## src/rtl/vote_cast_controller_if.sv

```systemverilog
// ----------------------------------------------------------------------------
// vote_cast_controller_if
// Bundles the voting-machine signals exchanged between the vote cast
// controller and its environment.
//   mode                    : 0 = voting, 1 = result mode
//   candidate_button_press  : raw candidate buttons, bit n = candidate n
//   cand_1_vote..cand_4_vote: per-candidate vote counts
//   valid_vote_casted       : one-cycle pulse per accepted vote
//   busy                    : controller not idle
//   total_votes             : sum of all counts (only with VOTE_TOTAL_EN)
// Modports: master drives mode/buttons, slave is the controller.
// Optional macro: VOTE_TOTAL_EN adds total_votes.
// ----------------------------------------------------------------------------
interface vote_cast_controller_if #(
    parameter int CNT_W = 8
);
    logic             mode;
    logic [4:1]       candidate_button_press;
    logic [CNT_W-1:0] cand_1_vote;
    logic [CNT_W-1:0] cand_2_vote;
    logic [CNT_W-1:0] cand_3_vote;
    logic [CNT_W-1:0] cand_4_vote;
    logic             valid_vote_casted;
    logic             busy;
`ifdef VOTE_TOTAL_EN
    logic [CNT_W+1:0] total_votes;

    modport master (
        output mode, candidate_button_press,
        input  cand_1_vote, cand_2_vote, cand_3_vote, cand_4_vote,
        input  valid_vote_casted, busy, total_votes
    );
    modport slave (
        input  mode, candidate_button_press,
        output cand_1_vote, cand_2_vote, cand_3_vote, cand_4_vote,
        output valid_vote_casted, busy, total_votes
    );
`else
    modport master (
        output mode, candidate_button_press,
        input  cand_1_vote, cand_2_vote, cand_3_vote, cand_4_vote,
        input  valid_vote_casted, busy
    );
    modport slave (
        input  mode, candidate_button_press,
        output cand_1_vote, cand_2_vote, cand_3_vote, cand_4_vote,
        output valid_vote_casted, busy
    );
`endif
endinterface

```

## src/rtl/vote_cast_controller.sv

```systemverilog
// ----------------------------------------------------------------------------
// vote_cast_controller
// Debounces four candidate buttons, rejects multi-button presses, casts one
// vote per press followed by a lockout window, and owns the four saturating
// per-candidate vote counters.
// Ports:
//   clock : system clock (posedge)
//   reset : synchronous, active-high
//   bus   : vote_cast_controller_if.slave (mode, buttons, counts, pulse, busy)
// Optional macro: VOTE_TOTAL_EN adds bus.total_votes (sum of all counts).
// ----------------------------------------------------------------------------
module vote_cast_controller #(
    parameter int DEBOUNCE_CYCLES = 10,
    parameter int LOCKOUT_CYCLES  = 1000,
    parameter int CNT_W           = 8
) (
    input  logic                  clock,
    input  logic                  reset,
    vote_cast_controller_if.slave bus
);
    localparam int DB_W = $clog2(DEBOUNCE_CYCLES + 1);
    localparam int LK_W = $clog2(LOCKOUT_CYCLES + 1);
    localparam logic [DB_W-1:0]  DB_ONE  = DB_W'(1);
    localparam logic [DB_W-1:0]  DB_LAST = DB_W'(DEBOUNCE_CYCLES);
    localparam logic [LK_W-1:0]  LK_ONE  = LK_W'(1);
    localparam logic [LK_W-1:0]  LK_LAST = LK_W'(LOCKOUT_CYCLES - 1);
    localparam logic [CNT_W-1:0] CNT_MAX = '1;

    typedef enum logic [2:0] {
        S_IDLE,
        S_DEBOUNCE,
        S_COMMIT,
        S_WAIT_RELEASE,
        S_LOCKOUT
    } state_t;

    state_t                      state_q, state_d;
    logic [3:0]                  pat_q, pat_d;
    logic [1:0]                  idx_q, idx_d;
    logic [DB_W-1:0]             db_cnt_q, db_cnt_d;
    logic [LK_W-1:0]             lk_cnt_q, lk_cnt_d;
    logic                        valid_q;
    logic                        busy_q;
    logic [3:0][CNT_W-1:0]       cnt_q;
`ifdef VOTE_TOTAL_EN
    logic [CNT_W+1:0]            total_q;
`endif

    logic [3:0] btn;
    logic       btn_single;
    logic [DB_W-1:0] db_next;

    assign btn        = bus.candidate_button_press;
    assign btn_single = (btn != 4'd0) && ((btn & (btn - 4'd1)) == 4'd0);
    // Number of consecutive matching samples including the current one.
    assign db_next    = db_cnt_q + DB_ONE;

    function automatic logic [1:0] enc(input logic [3:0] b);
        logic [1:0] r;
        r = 2'd0;
        case (b)
            4'b0010: r = 2'd1;
            4'b0100: r = 2'd2;
            4'b1000: r = 2'd3;
            default: r = 2'd0;
        endcase
        return r;
    endfunction

    always_comb begin
        state_d  = state_q;
        pat_d    = pat_q;
        idx_d    = idx_q;
        db_cnt_d = db_cnt_q;
        lk_cnt_d = lk_cnt_q;
        case (state_q)
            S_IDLE: begin
                if (!bus.mode && btn != 4'd0) begin
                    if (btn_single) begin
                        pat_d    = btn;
                        idx_d    = enc(btn);
                        db_cnt_d = DB_ONE;
                        // The IDLE sample already counts as the first stable
                        // cycle, so a one-cycle debounce commits immediately.
                        state_d  = (DB_LAST == DB_ONE) ? S_COMMIT : S_DEBOUNCE;
                    end else begin
                        state_d = S_WAIT_RELEASE;
                    end
                end
            end
            S_DEBOUNCE: begin
                if (bus.mode || btn == 4'd0) begin
                    state_d = S_IDLE;
                end else if (btn != pat_q) begin
                    state_d = S_WAIT_RELEASE;
                end else begin
                    db_cnt_d = db_next;
                    if (db_next == DB_LAST) state_d = S_COMMIT;
                end
            end
            S_COMMIT: begin
                state_d = S_WAIT_RELEASE;
            end
            S_WAIT_RELEASE: begin
                if (btn == 4'd0) begin
                    state_d  = S_LOCKOUT;
                    lk_cnt_d = '0;
                end
            end
            S_LOCKOUT: begin
                if (lk_cnt_q == LK_LAST) begin
                    state_d  = S_IDLE;
                    lk_cnt_d = '0;
                end else begin
                    lk_cnt_d = lk_cnt_q + LK_ONE;
                end
            end
            default: state_d = S_IDLE;
        endcase
    end

    always_ff @(posedge clock) begin
        if (reset) begin
            state_q  <= S_IDLE;
            pat_q    <= '0;
            idx_q    <= '0;
            db_cnt_q <= '0;
            lk_cnt_q <= '0;
            valid_q  <= 1'b0;
            busy_q   <= 1'b0;
            cnt_q    <= '0;
`ifdef VOTE_TOTAL_EN
            total_q  <= '0;
`endif
        end else begin
            state_q  <= state_d;
            pat_q    <= pat_d;
            idx_q    <= idx_d;
            db_cnt_q <= db_cnt_d;
            lk_cnt_q <= lk_cnt_d;
            // Flags are registered from the next state so they line up with
            // the state they describe.
            valid_q  <= (state_d == S_COMMIT);
            busy_q   <= (state_d != S_IDLE);
            // Count lands on the edge leaving COMMIT; saturated counters hold.
            if (state_q == S_COMMIT && cnt_q[idx_q] != CNT_MAX) begin
                cnt_q[idx_q] <= cnt_q[idx_q] + 1'b1;
`ifdef VOTE_TOTAL_EN
                total_q      <= total_q + 1'b1;
`endif
            end
        end
    end

    assign bus.cand_1_vote       = cnt_q[0];
    assign bus.cand_2_vote       = cnt_q[1];
    assign bus.cand_3_vote       = cnt_q[2];
    assign bus.cand_4_vote       = cnt_q[3];
    assign bus.valid_vote_casted = valid_q;
    assign bus.busy              = busy_q;
`ifdef VOTE_TOTAL_EN
    assign bus.total_votes       = total_q;
`endif
endmodule

```

## src/flat_wrapper.sv

```systemverilog
// flat-port wrapper written by rule: the top's interface ports become plain ports
module vote_cast_controller_flat 
#(
    parameter int DEBOUNCE_CYCLES = 10,
    parameter int LOCKOUT_CYCLES  = 1000,
    parameter int CNT_W           = 8
)
  (clock, reset, bus_mode, bus_candidate_button_press, bus_cand_1_vote, bus_cand_2_vote, bus_cand_3_vote, bus_cand_4_vote, bus_valid_vote_casted, bus_busy);
  vote_cast_controller_if #(.CNT_W(CNT_W)) bus_i ();
  input  logic clock;
  input  logic reset;
  input wire logic [$bits(bus_i.mode)-1:0] bus_mode;
  input wire logic [$bits(bus_i.candidate_button_press)-1:0] bus_candidate_button_press;
  output wire logic [$bits(bus_i.cand_1_vote)-1:0] bus_cand_1_vote;
  output wire logic [$bits(bus_i.cand_2_vote)-1:0] bus_cand_2_vote;
  output wire logic [$bits(bus_i.cand_3_vote)-1:0] bus_cand_3_vote;
  output wire logic [$bits(bus_i.cand_4_vote)-1:0] bus_cand_4_vote;
  output wire logic [$bits(bus_i.valid_vote_casted)-1:0] bus_valid_vote_casted;
  output wire logic [$bits(bus_i.busy)-1:0] bus_busy;
  assign bus_i.mode = bus_mode;
  assign bus_i.candidate_button_press = bus_candidate_button_press;
  assign bus_cand_1_vote = bus_i.cand_1_vote;
  assign bus_cand_2_vote = bus_i.cand_2_vote;
  assign bus_cand_3_vote = bus_i.cand_3_vote;
  assign bus_cand_4_vote = bus_i.cand_4_vote;
  assign bus_valid_vote_casted = bus_i.valid_vote_casted;
  assign bus_busy = bus_i.busy;
  vote_cast_controller #(.DEBOUNCE_CYCLES(DEBOUNCE_CYCLES), .LOCKOUT_CYCLES(LOCKOUT_CYCLES), .CNT_W(CNT_W)) u_core (.clock(clock), .reset(reset), .bus(bus_i));
endmodule
```

## config.mk

```make
export PLATFORM = sky130hd
export DESIGN_NAME = vote_cast_controller_flat
export DESIGN_NICKNAME = d
export VERILOG_FILES = /design/src/rtl/vote_cast_controller_if.sv /design/src/rtl/vote_cast_controller.sv /design/src/flat_wrapper.sv
export SDC_FILE = /design/constraint.sdc
export NUM_CORES = 1
export LEC_CHECK = 0
export ABC_AREA = 0
export CAP_MARGIN = 20
export CORE_ASPECT_RATIO = 2
export CORE_MARGIN = 2
export CORE_UTILIZATION = 38
export CTS_BUF_LIST = sky130_fd_sc_hd__clkbuf_8
export DETAILED_ROUTE_END_ITERATION = 16
export DONT_BUFFER_PORTS = 1
export GPL_ROUTABILITY_DRIVEN = 0
export PLACE_DENSITY = 0.52
export SKIP_LAST_GASP = 1
export SLEW_MARGIN = 20
export SYNTH_ARGS = -nofsm -noshare
export SYNTH_HDL_FRONTEND = slang
export SYNTH_SLANG_ARGS = --single-unit
```

## constraint.sdc

```tcl
create_clock -name clock -period 2.8 [get_ports clock]
set_clock_uncertainty 0.2 [all_clocks]
set_input_delay 0.84 -clock clock [delete_from_list [all_inputs] [get_ports clock]]
set_output_delay 0.84 -clock clock [all_outputs]
set_load 0.02 [all_outputs]
```

# --- After elaboration in Yosys (flattened, before gate mapping) ---
# Index checks and enable logic that the tools add are counted.
totals:
  reg_bits: 57
  elab_cells: 73
  in_bits: 7
  out_inout_bits: 34
classes:
  n_reduce_logical: 16
  add_sub_neg: 4
  n_eq_ne: 17
  n_lt_le_gt_ge: 2
  mux: 22
  bitwise_logic: 1
ops:
  columns: ["cell", "count"]
  rows:
  - ["bitwise mux 32 bit", 1]
  - ["2-to-1 mux 10 bit", 2]
  - ["case mux 10 bit (2 select lines)", 1]
  - ["2-to-1 mux 3 bit", 6]
  - ["binary-select mux 8 bit (select 2 bit)", 1]
  - ["demux 8 bit (select 2 bit)", 1]
  - ["2-to-1 mux 4 bit", 4]
  - ["2-to-1 mux 8 bit", 2]
  - ["case mux 3 bit (5 select lines)", 1]
  - ["adder 10 x 1 -> 10 bit, second input constant", 1]
  - ["== test 10 bit, second input constant", 1]
  - ["== test 3 x 2 -> 1 bit, second input constant", 3]
  - ["adder 8 x 1 -> 8 bit, second input constant", 1]
  - ["== test 4 bit, second input constant", 2]
  - ["logical NOT 4 bit", 2]
  - ["inequality test 8 bit, second input constant", 1]
  - ["case mux 4 bit (2 select lines)", 1]
  - ["inequality test 2 x 1 -> 1 bit, second input constant", 3]
  - ["case mux 2 bit (3 select lines)", 1]
  - ["AND reduction 5 bit", 1]
  - ["adder 4 x 1 -> 4 bit, second input constant", 1]
  - ["bitwise AND 4 bit", 1]
  - ["== test 4 x 2 -> 1 bit, second input constant", 1]
  - ["== test 4 x 3 -> 1 bit, second input constant", 1]
  - ["17 further kinds", 22]

# --- Longest topological paths before layout ---
logic_depth:
  ltp_word: 8
  mapped_depth: 8

# --- Least setup slack after synthesis ---
# OpenSTA, ideal clock, no wires.
synth_path:
  path_type: "input to register"
  from: "input port bus_candidate_button_press[1]"
  to: "register u_core.db_cnt_q[2]"
  arrival_time_ns: 2.585
  slack_ns: -0.056
  path_stages: 7
  n_path_buf: 2
  setup_time_ns: 0.070
  cell_sequence: "clkbuf_1 > nor4_1 > or4b_1 > nand2b_1 > clkbuf_1 > or3b_2 > a21oi_1"
synth_via:
  elab_chain_len: 6
  word_cells_on_any_way: 14
  cone_classes: "add/sub (1); eq/ne (5); bitwise (1); reduce/logical (7)"
synth_rtl:
  columns: ["item", "line", "rtl"]
  rows:
  - ["from (decl)", "flat_wrapper.sv:13", "input wire logic [$bits(bus_i.candidate_button_press)-1:0] bus_candidate_button_press;"]
  - ["subtractor 4 x 1 -> 4 bit", "vote_cast_controller.sv:54", "assign btn_single = (btn != 4'd0) && ((btn & (btn - 4'd1)) == 4'd0);"]
  - ["bitwise AND 4 bit", "vote_cast_controller.sv:54", null]
  - ["logical NOT 4 bit", "vote_cast_controller.sv:54", null]
  - ["logical AND 1 bit", "vote_cast_controller.sv:54", null]
  - ["inequality test 2 x 1 -> 1 bit (no line)", null, null]
  - ["AND reduction 5 bit (no line) (*)", null, null]
  - ["to (signal assigned)", "vote_cast_controller.sv:139", "db_cnt_q <= db_cnt_d;"]
  - ["to (decl)", "vote_cast_controller.sv:40", "logic [DB_W-1:0] db_cnt_q, db_cnt_d;"]
# Mark *: on every way between the ends. The rest lies on a longest branch, timed or not.
# A chain may end at the register's enable or synchronous reset.

# --- Final worst setup path ---
layout_path:
  from: "register u_core.idx_q[0]"
  to: "register u_core.cnt_q (netlist bit u_core.bus.cand_1_vote[4])"
layout_via:
  elab_chain_len: 5
  word_cells_on_any_way: 11
  cone_classes: "add/sub (1); order compare (2); eq/ne (1); mux (5); reduce/logical (2)"
layout_rtl:
  columns: ["item", "line", "rtl"]
  rows:
  - ["from (decl)", "vote_cast_controller.sv:39", "logic [1:0] idx_q, idx_d;"]
  - ["from (signal assigned)", "vote_cast_controller.sv:138", "idx_q <= idx_d;"]
  - ["branches (longest 5 deep; another with adder 8 x 1 -> 8 bit)", null, null]
  - ["to (signal, indexed assignment)", "vote_cast_controller.sv:147", "cnt_q[idx_q] <= cnt_q[idx_q] + 1'b1;"]
  - ["to (decl)", "vote_cast_controller.sv:44", "logic [3:0][CNT_W-1:0] cnt_q;"]
# Several ways; the timed one is not identified. The select of a mux whose other input is x is not followed.

==> flow_summary.yaml <==
outcome:
  status: "finished clean"
setup_path:
  r2r_start: "u_core.idx_q[0]"
  cp_max_fo: 9
  worstPathRequired_ps: 2840
  r2r_end: "u_core.bus.cand_1_vote[4]"
  critical_path_arrival_ps: 2700
  worstRegToRegCells: 8
  start_kind: "register"
  reg2reg_slack_ps: 140
  worstSetupPathType: "reg -> reg"
  endpoint_kind: "register"
yosys:
  synth_area_leaders: "dfxtp_1, nor2_1, a211oi_1"
  synth.largest_area_cell: "dfxtp_1"
  syn_avg_cell_area_um2: 9.40
  syn_area_um2: 2810
  synth_top_flop_cell: "dfxtp_1"
  ys_seq_area_frac: 0.406
  synth_edf_count: 0
  synth_fp_nets: 310
  synth_seq_cells: 57
  synth_cell_types: 47
  synth_cells: 299
  synth_top_area_share: 0.406
  synth-async-reset-ratio: 0
  yosys_warnings: 0
min_path:
  holdPathStages: 1
  min_path_type: "reg -> reg"
  hold_path_end: "u_core.lk_cnt_q[8]"
  holdCritStartpoint: "u_core.lk_cnt_q[8]"
detailed_routing:
  dr.first_iter.drc_count: 113
  dr.pass1.iters: 4
  antenna_left: 0
  wl_per_cell_um: 16.3
  drc: 0
  num_vias: 2248
  finalWirelength_um: 6700
  routed_via_density: 5.48
global_route:
  gr-total-overflow: 0
  track_usage: 0.179
  antenna_found_initial: 0
  grt_pass1_vias: 2208
  grt_pass1_wl_um: 11100
  grt_start_max_net_pins: 56
sta:
  hold_viol: 0
  finalSetupViolations: 0
  tightestPinTransition_ps: 1010
  slew_viol_final: 0
  rsz0062_at_grt: "no"
  finalCriticalPeriod_ps: 2660
  setup_tns_ps: 0
  fmax_mhz: 377
  slew-limit-headroom: 0.315
  period_share: 0.948
clock_network:
  cts_inserted_buffers: 9
  cts_max_path_buffers: 2
  cts_tree: "built"
  clk_latency_ps: 350
  htreeDepth: 3
  cts_root_buf: "clkbuf_8"
  path_clk_slew_ps: 70
  hold_buffers: 0
  cts.sinks: 57
die:
  fp.dieW_um: 64.8
  dieArea_um2: 8140
  ioPinCount: 41
  rows: 44
  start_util: 0.390
  coreArea_um2: 7210
  chipHeight_um: 126
power_and_ir_drop:
  p_leak_nw: 1.17
  irDropWorstVdd_v: 0.000341
  powerDensity_nw_per_um2: 620
finish:
  fin_nets: 324
  stdcell_count: 410
  drive_above_1_share: 0.148
  syn_to_final_growth_pct: 14.9
  diodes: 0
  fillers: 738
place:
  placed_cells: 394
  hpwl_um: 4900
  portBuffers: 0
job:
  maxCapViolCount: 0
metrics by stage:
stage	hold WS [ps]	total power [mW]	cell area (um2)	utilization	setup WS, ps
final	276	2.00	3230	0.448	144
after global routing	298	2.09	3230	0.448	8.80
after CTS	283	2.02	3220	0.446	92.5
after detailed placement	267	1.06	2970	0.412	105
after global placement	264	1.06	2970	0.412	160
after floorplan	248	1.03	2810	-	42.6
worst max-delay path by stage:
stage / end / startpoint / slack (ps) / cells past startpoint
after floorplan: u_core.db_cnt_q[2] / bus_candidate_button_press[1] / 40 / 7
after global placement: u_core.db_cnt_q[2] / bus_candidate_button_press[0] / 160 / 6
after detailed placement: u_core.bus.cand_3_vote[6] / u_core.idx_q[0] / 100 / 8
after CTS: u_core.bus.cand_2_vote[3] / u_core.idx_q[0] / 90 / 8
after global routing: u_core.bus.cand_2_vote[1] / u_core.idx_q[0] / 9 / 8
final: u_core.bus.cand_1_vote[4] / u_core.idx_q[0] / 140 / 8
critical path, cell delays in order (launching register included):
cell	delay (ps)
dfxtp_1	400
buf_4	160
mux4_1	630
and4_4	210
and4_4	210
nor4_4	260
buf_4	230
mux2i_1	190
nor2_1	50
cells by family (layout without fill, tap and decap cells):
logic type | Yosys count | in the layout | share of synthesized area
simple gates | 122 | 122 | 0.228
compound gates | 65 | 65 | 0.155
flops | 57 | 57 | 0.406
mux | 21 | 21 | 0.120
buf+inv | 19 | 38 | 0.0392
xor+xnor | 11 | 11 | 0.0343
fa+ha+maj | 4 | 4 | 0.0178
flip-flops by register name, summed over array words and instances (netlist names):
| register | cells |
|---|---|
| u_core.pat_q | 4 |
| u_core.bus.cand_2_vote | 8 |
| u_core.bus.valid_vote_casted | 1 |
| u_core.lk_cnt_q | 10 |
| u_core.bus.busy | 1 |
| u_core.db_cnt_q | 4 |
| u_core.bus.cand_1_vote | 8 |
| u_core.bus.cand_3_vote | 8 |
| u_core.state_q | 3 |
| u_core.bus.cand_4_vote | 8 |
| u_core.idx_q | 2 |
synth_stat cells, types with 2 or more instances:
cell type and number:
nor2_1 65, dfxtp_1 57, a211oi_1 27, a21oi_1 15, mux2i_1 13, nand2_1 12, clkbuf_1 9, o21ai_0 8
xor2_1 8, mux4_1 7, nand3_1 6, and2_1 5, nor4_1 5, and3_1 4, buf_6 4, ha_1 4
or2_2 4, a311oi_1 3, nand2b_1 3, nand4_1 3, xnor2_1 3, a21boi_0 2, a31oi_1 2, and4_4 2
buf_4 2, inv_1 2, nor2b_1 2, nor4b_4 2, or3_1 2
layout by cell type (no fill, tap or decap), types with 7 or more instances in the layout:
master | synthesis | layout
nor2_1 | 65 | 65
a211oi_1 | 27 | 27
xor2_1 | 8 | 8
a21oi_1 | 15 | 15
o21ai_0 | 8 | 8
nand2_1 | 12 | 12
buf_4 | 2 | 17
clkbuf_8 | 0 | 10
mux4_1 | 7 | 7
mux2i_1 | 13 | 13
dfxtp_1 | 57 | 57
timing repair:
item | 4_1_cts | 5_1_grt
endpoints found under the setup margin | 0 | 10
setup buffers | 0 | 0
resized for setup | 0 | 3
where the power goes:
part,total [mW],switching [mW],internal (mW),leakage (nW)
logic,0.163,0.0868,0.0761,0.583
registers,0.882,0.0451,0.837,0.461
clock network,0.957,0.346,0.610,0.124
total,2.00,0.478,1.52,1.17
layer usage:
| layer | vias up | GRT usage | wire length (um) |
|---|---|---|---|
| met3 | 12 | 0.0545 | 290 |
| met5 | - | 0 | 0 |
| met4 | 0 | 0.0889 | 188 |
| met1 | 1063 | 0.183 | 2440 |
| li1 | 1123 | - | - |
| met2 | 50 | 0.320 | 3780 |
area by class of cell:
class,count,area [um2],area share
clock inverter,6,106,0.0329
clock buffer,10,138,0.0426
timing repair buffer,20,161,0.0500
inverter,2,7.51,0.00232
tap,92,115,0.0356
multi-input combinational,223,1560,0.483
sequential,57,1140,0.353
Power figures use the tool's default switching activity.
